==> config.mk <==
export PLATFORM = sky130hd
export DESIGN_NAME = stack_sequencer
export DESIGN_NICKNAME = d
export VERILOG_FILES = /design/src/rtl/stack_sequencer.sv
export SDC_FILE = /design/constraint.sdc
export NUM_CORES = 1
export LEC_CHECK = 0
export BUFFER_PORTS_ARGS = -buffer_cell sky130_fd_sc_hd__buf_2
export CAP_MARGIN = 20
export CORE_UTILIZATION = 35
export DETAILED_ROUTE_END_ITERATION = 8
export PLACE_DENSITY = 0.61
export SLEW_MARGIN = 20
export SYNTH_ARGS = -nofsm -noshare
export SYNTH_HDL_FRONTEND = slang
export SYNTH_SLANG_ARGS = --single-unit
==> constraint.sdc <==
create_clock -name clk -period 3.3 [get_ports clk]
set_clock_uncertainty 0.15 [all_clocks]
set_input_delay 0.495 -clock clk [delete_from_list [all_inputs] [get_ports clk]]
set_output_delay 0.495 -clock clk [all_outputs]
set_load 0.05 [all_outputs]
==> src/rtl/stack_sequencer.sv <==
// Two-byte stack frame sequencer for MiniRISC: drives the data-memory address/data
// for JSR/IRQ pushes and RTS/RTI pops, and owns SP, depth and the ovf/unf flags.
module stack_sequencer #(
    parameter logic [7:0] SP_INIT     = 8'h00,
    parameter int         STACK_DEPTH = 32
) (
    input  logic       clk,
    input  logic       rst,
    input  logic       initialize,
    input  logic       stack_req,
    input  logic       push_or_pop,
    input  logic       bus_grant,
    input  logic [7:0] push_pc,
    input  logic [7:0] push_flags,
    input  logic [7:0] mem_din,
    output logic [7:0] stack_addr,
    output logic [7:0] stack_wdata,
    output logic       stack_op_end,
    output logic [7:0] pop_pc,
    output logic [7:0] pop_flags,
    output logic [7:0] sp,
    output logic       stack_ovf,
    output logic       stack_unf,
    input  logic       dbg_is_brk,
    input  logic       dbg_sp_wr,
    input  logic [7:0] dbg_sp_din
);

    localparam logic [1:0] PH0  = 2'd0;
    localparam logic [1:0] PH1  = 2'd1;
    localparam logic [1:0] DONE = 2'd2;

    logic [1:0] r_phase;
    logic       r_dir_q;
    logic [7:0] r_sp;
    logic [7:0] r_depth;
    logic [7:0] r_pop_pc;
    logic [7:0] r_pop_flags;
    logic       r_ovf;
    logic       r_unf;

    logic       w_dir;
    logic       w_grant;
    logic       w_dbg_wr;
    logic [8:0] w_depth_inc;

    // PH1 keeps the direction latched at the first grant, so a late flip is ignored
    assign w_dir       = (r_phase == PH0) ? push_or_pop : r_dir_q;
    assign w_grant     = stack_req & bus_grant;
    assign w_dbg_wr    = dbg_is_brk & dbg_sp_wr & (r_phase == PH0);
    assign w_depth_inc = {1'b0, r_depth} + 9'd2;

    assign stack_op_end = (r_phase == PH1) & w_grant;
    assign sp           = r_sp;
    assign pop_pc       = r_pop_pc;
    assign pop_flags    = r_pop_flags;
    assign stack_ovf    = r_ovf;
    assign stack_unf    = r_unf;

    always_comb begin
        stack_addr  = r_sp;
        stack_wdata = 8'h00;
        if (stack_req) begin
            case (r_phase)
                PH0: begin
                    stack_addr  = w_dir ? (r_sp - 8'd1) : r_sp;
                    stack_wdata = w_dir ? push_pc : 8'h00;
                end
                PH1: begin
                    stack_addr  = w_dir ? (r_sp - 8'd2) : (r_sp + 8'd1);
                    stack_wdata = w_dir ? push_flags : 8'h00;
                end
                default: begin
                    stack_addr  = r_sp;
                    stack_wdata = 8'h00;
                end
            endcase
        end
    end

    // Priority: initialize, then debug SP write, then the commit of a finished frame
    always_ff @(posedge clk or posedge rst) begin
        if (rst) begin
            r_phase     <= PH0;
            r_dir_q     <= 1'b0;
            r_sp        <= SP_INIT;
            r_depth     <= 8'd0;
            r_pop_pc    <= 8'h00;
            r_pop_flags <= 8'h00;
            r_ovf       <= 1'b0;
            r_unf       <= 1'b0;
        end else if (initialize) begin
            r_phase     <= PH0;
            r_dir_q     <= 1'b0;
            r_sp        <= SP_INIT;
            r_depth     <= 8'd0;
            r_pop_pc    <= 8'h00;
            r_pop_flags <= 8'h00;
            r_ovf       <= 1'b0;
            r_unf       <= 1'b0;
        end else begin
            case (r_phase)
                PH0: begin
                    if (w_grant) begin
                        r_phase <= PH1;
                        r_dir_q <= push_or_pop;
                        if (!push_or_pop)
                            r_pop_flags <= mem_din;
                    end
                end
                PH1: begin
                    if (!stack_req) begin
                        r_phase <= PH0;
                    end else if (bus_grant) begin
                        r_phase <= DONE;
                        if (!r_dir_q)
                            r_pop_pc <= mem_din;
                    end
                end
                default: begin
                    if (!stack_req)
                        r_phase <= PH0;
                end
            endcase

            if (w_dbg_wr) begin
                r_sp    <= dbg_sp_din;
                r_depth <= 8'd0;
                r_ovf   <= 1'b0;
                r_unf   <= 1'b0;
            end else if (stack_op_end) begin
                if (r_dir_q) begin
                    r_sp    <= r_sp - 8'd2;
                    r_depth <= w_depth_inc[7:0];
                    if (w_depth_inc > 9'(STACK_DEPTH))
                        r_ovf <= 1'b1;
                end else begin
                    r_sp <= r_sp + 8'd2;
                    if (r_depth < 8'd2) begin
                        r_depth <= 8'd0;
                        r_unf   <= 1'b1;
                    end else begin
                        r_depth <= r_depth - 8'd2;
                    end
                end
            end
        end
    end

endmodule

; ---- Word-level counts from Yosys, hierarchy flattened
; Index checks and enable logic that the tools add are counted.
; W data, S select, Z words.
[totals]
out_inout_bits = 43
ff_bits = 37
in_bits = 40
elab_cells = 89
[classes]
bitwise = 4
add_sub_neg = 6
muxes = 46
n_lt_le_gt_ge = 2
eq_ne = 7
n_reduce_logical = 16
[ops]
columns = cell, n
row1 = $mux W8, 24
row2 = $pmux W8 S2, 2
row3 = $sub A8 B2 Y8 const B, 2
row4 = $mux W1, 14
row5 = $reduce_and A3 Y1, 4
row6 = $reduce_bool A3 Y1, 4
row7 = $mux W2, 5
row8 = $reduce_bool A2 Y1, 5
row9 = $add A8 B2 Y9 const B, 1
row10 = $gt A9 B6 Y1 const B, 1
row11 = $add A8 B1 Y8 const B, 1
row12 = $add A8 B2 Y8 const B, 1
row13 = $lt A8 B2 Y1 const B, 1
row14 = $sub A8 B1 Y8 const B, 1
row15 = $and A1 B1 Y1, 4
row16 = $ne A2 B2 Y1 const B, 2
row17 = $ne A4 B2 Y1 const B, 1
row18 = $ne A4 B4 Y1 const B, 1
row19 = $pmux W2 S2, 1
row20 = $reduce_and A4 Y1, 1
row21 = $ne A3 B2 Y1 const B, 1
row22 = $ne A3 B3 Y1 const B, 1
row23 = $eq A2 B1 Y1 const B, 1
row24 = $logic_not A2 Y1, 1
row25 = $reduce_and A2 Y1, 1

; ---- Longest topological paths before layout
; Gate-level depths: netlist of the first run.
[logic_depth]
depth_word = 7
ltp_mapped = 8
mapped_depth_nobuf = 7

; ---- Least setup slack after synthesis of the first run
; No wires, ideal clock.
[synth_timing]
path_type = register -> output
startpoint = register r_sp[1], in the netlist sp[1]
endpoint = output port stack_addr[1]
t_arrival_ps = 2536
n_path_buf = 0
setup_slack_ps = 119
path_stages_with_launch = 6
required_time_ps = 2655
cell_sequence = dfrtp_1 > inv_1 > ha_1 > nor3b_1 > a21oi_1 > o21ai_0
[synth_via]
elab_chain_cells = 4
word_cells_on_any_way = 7
classes_between = add/sub (3) / mux (4)
[synth_rtl]
columns = element, line
row1 = from (decl), 35  ; logic [7:0] r_sp;
row2 = from (signal assigned), 127  ; r_sp <= dbg_sp_din;
row3 = from (signal assigned), 133  ; r_sp <= r_sp - 8'd2;
row4 = from (signal assigned), 138  ; r_sp <= r_sp + 8'd2;
row5 = $add A8 B1 Y8 (tied with other cells), 70  ; stack_addr = w_dir ? (r_sp - 8'd2) : (r_sp + 8'd1);
row6 = "$mux W8, on equally long branches", "70, 66"
row7 = $pmux W8 S2, 64  ; case (r_phase)
row8 = $mux W8 *, 63  ; if (stack_req) begin
row9 = to (decl), 16  ; output logic [7:0] stack_addr,
; Every way passes the cells marked *; elsewhere a longest branch is shown, timed or not.

; ---- Worst setup path in the final report of the first run
[layout_timing]
startpoint = register r_phase[1]
endpoint = output port stack_addr[7]
[layout_via]
elab_chain_cells = 5
word_cells_on_any_way = 7
classes_between = eq/ne (1) / mux (5) / reduce/logical (1)
[layout_rtl]
columns = element, line
row1 = from (decl), 33  ; logic [1:0] r_phase;
row2 = from (signal assigned), 84  ; r_phase <= PH0;
row3 = from (signal assigned), 93  ; r_phase <= PH0;
row4 = from (signal assigned), 105  ; r_phase <= PH1;
row5 = $logic_not A2 Y1, "48, 64"
row6 = $mux W1, 48  ; assign w_dir = (r_phase == PH0) ? push_or_pop : r_dir_q;
row7 = "$mux W8, on equally long branches", "70, 66"
row8 = $pmux W8 S2 *, 64
row9 = $mux W8 *, 63
; Marks and branches as above.

==> results.md, run 1 <==
- Input/output buffers: 82
- Pint: 778.2 µW
- Root Buffer: clkbuf_8
- Critical Path RT: 2.65 ns
- Sw Share: 34.58%
- Cell area after layout: 3162 µm²
- Adder-cell share of the synthesized area: 3.359%
- Cts bufs inserted: 5
- Crit path arrival time: 2.17 ns
- Synthesis Warnings: 0
- Largest net degree at the start of global routing: 37
- P per Cell Area: 376.2 nW/µm²
- NetSw: 411.4 µW
- LEAKAGE: 1.449 nW
- Yosys cell types: 58
- Mux share of post-synthesis cell area: 5.470%
- Tightest Hold Check Type: in2async
- Post-Syn Nets: 357
- Crit share post-route: 85.32%
- First DRT Iteration DRCs: 99
- Worst vdd ir: 0.1649 mV
- Synth Area in Simple Gates: 27.78%
- Worst-Skew Late Latency: 0.29 ns
- Min Tclk post-route: 2.816 ns
- Combinational family with the most area after synthesis: simple AND/OR/NAND/NOR gates
- Final Max Slew Viols: 0
- Register area share after synthesis: 34.55%
- Area Overhead vs Synth: 21.26%
- Initial core utilization: 36.14%
- Routed wire length per instance: 13.86 µm
- Fin. Hold Viols: 0
- Reg-to-reg setup timing slack: 0.95 ns
- RD Place Congestion: 0.8539
- Height of the die: 88.32 µm
- Status: completed
- Final #Nets: 425
- Max-capacitance violation count: 0
- Relative slew slack: 45.28%
- Syn_area_per_cell: 8.411 µm²
- Post-Place Cell Area: 3047 µm²
- ANT nets after route: 0
- Tot GR Track Use: 17.48%
- Most frequent cell after synthesis: nor2_1
- First-pass GRT wire length: 10770 µm
- Rows: 31
- Synth Area in Compound Gates: 17.23%
- Total wire length: 6626 µm
- Clk slew on worst S/H paths: 0.08 ns
- Placeable Area: 7214 µm²
- Initial antenna violation count: 0
- Final core occ: 43.83%
- Total global routing overflow: 0
- Crit path max fanout: 14
- Vias post-DR: 2479
- EDFF count, synth: 0
- Critical Path Start Type: flop
- CTS sink cnt: 36
- Post-route DRC: 0
- Clock share of power: 33.7%
- Ports: 83
- Worst slew pin tran: 0.8147 ns
- Cell area after synthesis: 2608 µm²
- Hold buffers post-CTS: 0
- CTS H-Tree Depth: 2
- Post-synthesis xor/xnor area fraction: 5.374%
- Synth cell count leaders: 38 x nor2_1, 36 x dfrtp_1, 29 x nand2_1
- Async SR Flop Fraction: 100.0%
- DIE AREA: 7800 µm²
- Unrepaired setup endpoints after global routing: false
- Final Setup Violations: 0
- CTS resizes: 0
- Share of cells above drive strength 1: 29.29%
- Top-area cell type share of the netlist area: 34.55%
- Sequential Power Share: 40.2%
- Most used DFF post-synth: dfrtp_1
- Post-CTS setup buffer count: 0
- Routed vias/inst: 5.186
- Die Wd: 88.32 µm
- DRT Pass-1 Iters: 4
- Setup TNS: 0 ns
- Number of global-route vias before repair: 2284
- Fmax: 0.3552 GHz
- Top cells by area, synth: dfrtp_1 35%, nor2_1 5.5%, a21oi_1 4.6%, mux2i_1 4.6%, nand2_1 4.2%
- Cell accounting for the most synthesized area: dfrtp_1
- Diode count: 0
- Seq cells post-synth: 36
- Critical path class: reg2out
- HPWL after DPL: 4750 µm
- Clock Path Buffers: 2
- CTS tree: done
- Combinational power share: 26.1%
- Fillers: 753
- Post-Syn Instances: 310
- Critical Path End Type: primary output
## worst max-delay path, stage by stage, from the launching register on
cell	delay [ns]
dfrtp_1	0.59
nand2b_1	0.49
nor2_1	0.13
a31oi_1	0.25
xnor2_1	0.14
buf_2	0.28
## power by group through the flow
stage / combinational, mW / sequential, mW / clock (mW)
global placement: 0.311 / 0.486 / 0
detailed placement: 0.313 / 0.487 / 0
global route: 0.338 / 0.481 / 0.434
floorplan: 0.208 / 0.512 / 0
finish: 0.310 / 0.478 / 0.401
CTS: 0.314 / 0.478 / 0.417
## state kept, by name, indices dropped and copies added (netlist names)
register	flops
r_phase	2
r_depth	7
r_dir_q	1
pop_flags	8
stack_unf	1
stack_ovf	1
pop_pc	8
sp	8
## cell families after synthesis
logic type                 after synthesis
buffers and inverters                   34
xor gates and xnor gates                16
AOI/OAI and AO/OA                       72
muxes                                   14
DFF                                     36
and+or+nand+nor                        131
adders and majority gates                7
## area by class of cell
class / count / area, µm² / area share, %
Multi-Input combinational cell: 240 / 1544 / 48.83
Sequential cell: 36 / 900.9 / 28.49
Timing Repair Buffer: 87 / 447.9 / 14.17
Tap cell: 99 / 123.9 / 3.918
Clock buffer: 5 / 68.82 / 2.176
Clock inverter: 3 / 46.29 / 1.464
Inverter: 8 / 30.03 / 0.9497
## final timing paths
path / end / cells past startpoint / startpoint
worst max-delay path: stack_addr[7] / 5 / r_phase[1]
worst min-delay path: stack_ovf / 3 / rst
worst max register to register: r_depth[1] / 5 / r_phase[0]
worst min register to register: pop_flags[7] / 2 / pop_flags[7]
max in group asynchronous: pop_flags[3] / 3 / rst
min in group clk: sp[0] / 3 / dbg_sp_din[0]
## cell usage in the layout (no fill, tap or decap), types with 6 or more instances in the layout
| cell type | n |
|---|---|
| nand3_1 | 7 |
| nor3_1 | 14 |
| a22oi_1 | 10 |
| nor3b_1 | 6 |
| dfrtp_1 | 36 |
| o21ai_1 | 9 |
| o21ai_0 | 7 |
| a21oi_1 | 24 |
| nand2_1 | 29 |
| xor2_1 | 6 |
| buf_2 | 82 |
| mux2i_1 | 12 |
| nor2_1 | 38 |
| inv_1 | 7 |
| xnor2_1 | 10 |
| ha_1 | 7 |
## stage by stage
step / setup slack [ns] / total power [mW] / hold WS, ns / std cells
5_1_grt: 0.2498 / 1.253 / 0.2068 / 478
6_report: 0.4845 / 1.190 / 0.1518 / 478
3_5_place_dp: 0.7233 / 0.8000 / 0.3591 / 470
2_1_floorplan: 0.1186 / 0.7199 / 0.4101 / 310
4_1_cts: 0.4319 / 1.209 / 0.1660 / 478
3_3_place_gp: 0.7690 / 0.7972 / 0.3487 / 470
## layer usage
metal	share of wire, %	global-route usage (%)
met4	0.85	4.399
met2	46	29.02
met5	0	0
met3	5.4	2.985
met1	47	23.67
Power figures use the tool's default switching activity.
==> run 2: changes to the inputs <==
- BUFFER_PORTS_ARGS: -buffer_cell sky130_fd_sc_hd__buf_2 -> unset
- CORE_UTILIZATION: 35 -> 36
- DONT_BUFFER_PORTS: unset -> 1
- PLACE_DENSITY: 0.61 -> 0.53
- clock period: 3.3 -> 3 ns (I/O delays scaled with it)
==> run 2 against run 1 <==
Critical path type unchanged. Combinational power decreased by 3%. Critical path depth increased by 2. Highest routed layer unchanged. Sequential share of layout area increased by 2.3 points. The run now ends with negative hold slack left. Via count decreased by 8.5%.
==> results.md, run 2 (synthesized netlist as in run 1, its figures left out) <==
- Die Wd: 87.11 µm
- Most common cell after layout, fill and taps aside: nor2_1
- CTS resizes: 0
- Worst slew pin tran: 0.7487 ns
- Routed vias/inst: 5.439
- Largest net degree at the start of global routing: 37
- Routed wire length per instance: 15.68 µm
- Min Tclk post-route: 2.776 ns
- RD Place Congestion: 0.7991
- Critical Path Start Type: flop
- Critical Path RT: 2.40 ns
- Final setup margin: 0.2236 ns
- Critical path class: reg2out
- Hold Slack: -0.01098 ns
- Cts bufs inserted: 5
- Total wire length: 6538 µm
- Critical Path, Cell by Cell: buf_4 > o21ai_1 > nand2b_2 > nor4_1 > a31oi_1 > xnor2_1 > buf_4
- Max-capacitance violation count: 0
- Unrepaired setup endpoints after global routing: false
- First DRT Iteration DRCs: 185
- Initial core utilization: 37.75%
- Crit path max fanout: 16
- Relative slew slack: 49.71%
- Share of cells above drive strength 1: 16.51%
- Status: complete, but fails checks
- CTS sink cnt: 36
- Slowest cell on the critical path: dfrtp_1
- Worst-Skew Late Latency: 0.29 ns
- Tot GR Track Use: 17.93%
- Input/output buffers: 0
- Final #Nets: 367
- HPWL after DPL: 4609 µm
- Root Buffer: clkbuf_8
- Placeable Area: 6907 µm²
- Final Max Slew Viols: 0
- Clock Path Buffers: 2
- LEAKAGE: 1.195 nW
- Ports: 83
- Total global routing overflow: 0
- Tightest Hold Check Type: in2async
- P per Cell Area: 438.0 nW/µm²
- Fmax: 0.3602 GHz
- WP buf/inv: 2
- Crit share post-route: 92.55%
- Top delay family on crit path: flip-flops
- Reg2reg start: r_dir_q
- Worst Setup SP: r_phase[0]
- CTS H-Tree Depth: 2
- Clk slew on worst S/H paths: 0.09 ns
- Vias post-DR: 2268
- Area Overhead vs Synth: 12.14%
- Height of the die: 87.11 µm
- Critical Path End Type: primary output
- Max stage delay on crit path: 0.50 ns
- Commonest non-fill, non-tap cells in the layout: 38 x nor2_1, 36 x dfrtp_1, 29 x nand2_1, 29 x buf_4, 24 x a21oi_1
- Rows: 30
- Post-route DRC: 0
- Worst vdd ir: 0.2463 mV
- DRT Pass-1 Iters: 4
- Initial antenna violation count: 0
- Failing checks: negative hold slack
- Fin. Hold Viols: 15
- Number of global-route vias before repair: 2193
- DP Worst Slack: 0.4802 ns
- DIE AREA: 7587 µm²
- ANT nets after route: 0
- Final Setup Violations: 0
- Crit-path most repeated cell: buf_4
- First-pass GRT wire length: 10630 µm
- Setup TNS: 0 ns
- Diode count: 0
- Crit path arrival time: 2.18 ns
- CTS tree: done
run 2: cell types whose count changed in the layout (fill, tap and decap cells not counted):
| cell | before | now |
|---|---|---|
| buf_4 | 5 | 29 |
| o21ai_1 | 9 | 10 |
| clkinv_2 | 0 | 1 |
| buf_2 | 82 | 0 |
| o21ai_0 | 7 | 6 |
| inv_6 | 1 | 0 |
run 2: through the flow:
stage	utilization, %	hold slack, ns	cell area, µm²	cells	power [mW]
4_1_cts	42.23	0.01006	2917	416	1.289
2_1_floorplan	-	0.4101	2608	310	0.7923
5_1_grt	42.34	0.03047	2924	417	1.336
6_report	42.34	-0.01098	2924	417	1.281
3_5_place_dp	40.62	0.3317	2805	408	0.8531
3_3_place_gp	40.62	0.3299	2805	408	0.8517
run 2: layout make-up:
type	count	area, µm²
repair buffers	29	217.7
well taps	96	120.1
fillers	731	3983
clock buffers	5	68.82
flip-flops and latches	36	900.9
multi-input cells	240	1544
inverters	8	30.03
clock inverters	3	42.54
run 2: power by group:
group	leakage (nW)	switching [mW]	internal, mW
Sequential	0.496	0.0441	0.498
Combinational	0.645	0.200	0.101
Clock	0.0541	0.191	0.246
run 2: worst reg2reg max path, stage by stage (launching register included):
cell and delay, ns:
dfrtp_1 0.59, buf_4 0.30, or4_1 0.60, nor3_1 0.26, nor3_1 0.08, o21ai_1 0.14
o31ai_1 0.09
run 2: timing repair:
| item | CTS | global route |
|---|---|---|
| endpoints found under the setup margin | 0 | 1 |
| buffers inserted | 0 | 1 |
| hold buffers | 0 | 0 |
run 2: per-layer routing:
layer	global-route usage, %	up-vias	wire length, µm
met5	0	-	0
li1	-	1122	-
met4	5.216	0	27
met2	28.63	63	3117
met1	23.37	1081	2915
met3	5.592	2	478
run 2: final timing paths:
path                            endpoint  slack [ns]  depth (start not counted)
setup / recovery           stack_addr[7]        0.22                          7
hold / removal              pop_flags[0]       -0.01                          2
setup reg to reg              r_depth[6]        0.68                          6
hold reg to reg               r_depth[5]        0.49                          1
max in group asynchronous          sp[4]        2.37                          2
min in group clk               pop_pc[0]        0.06                          1
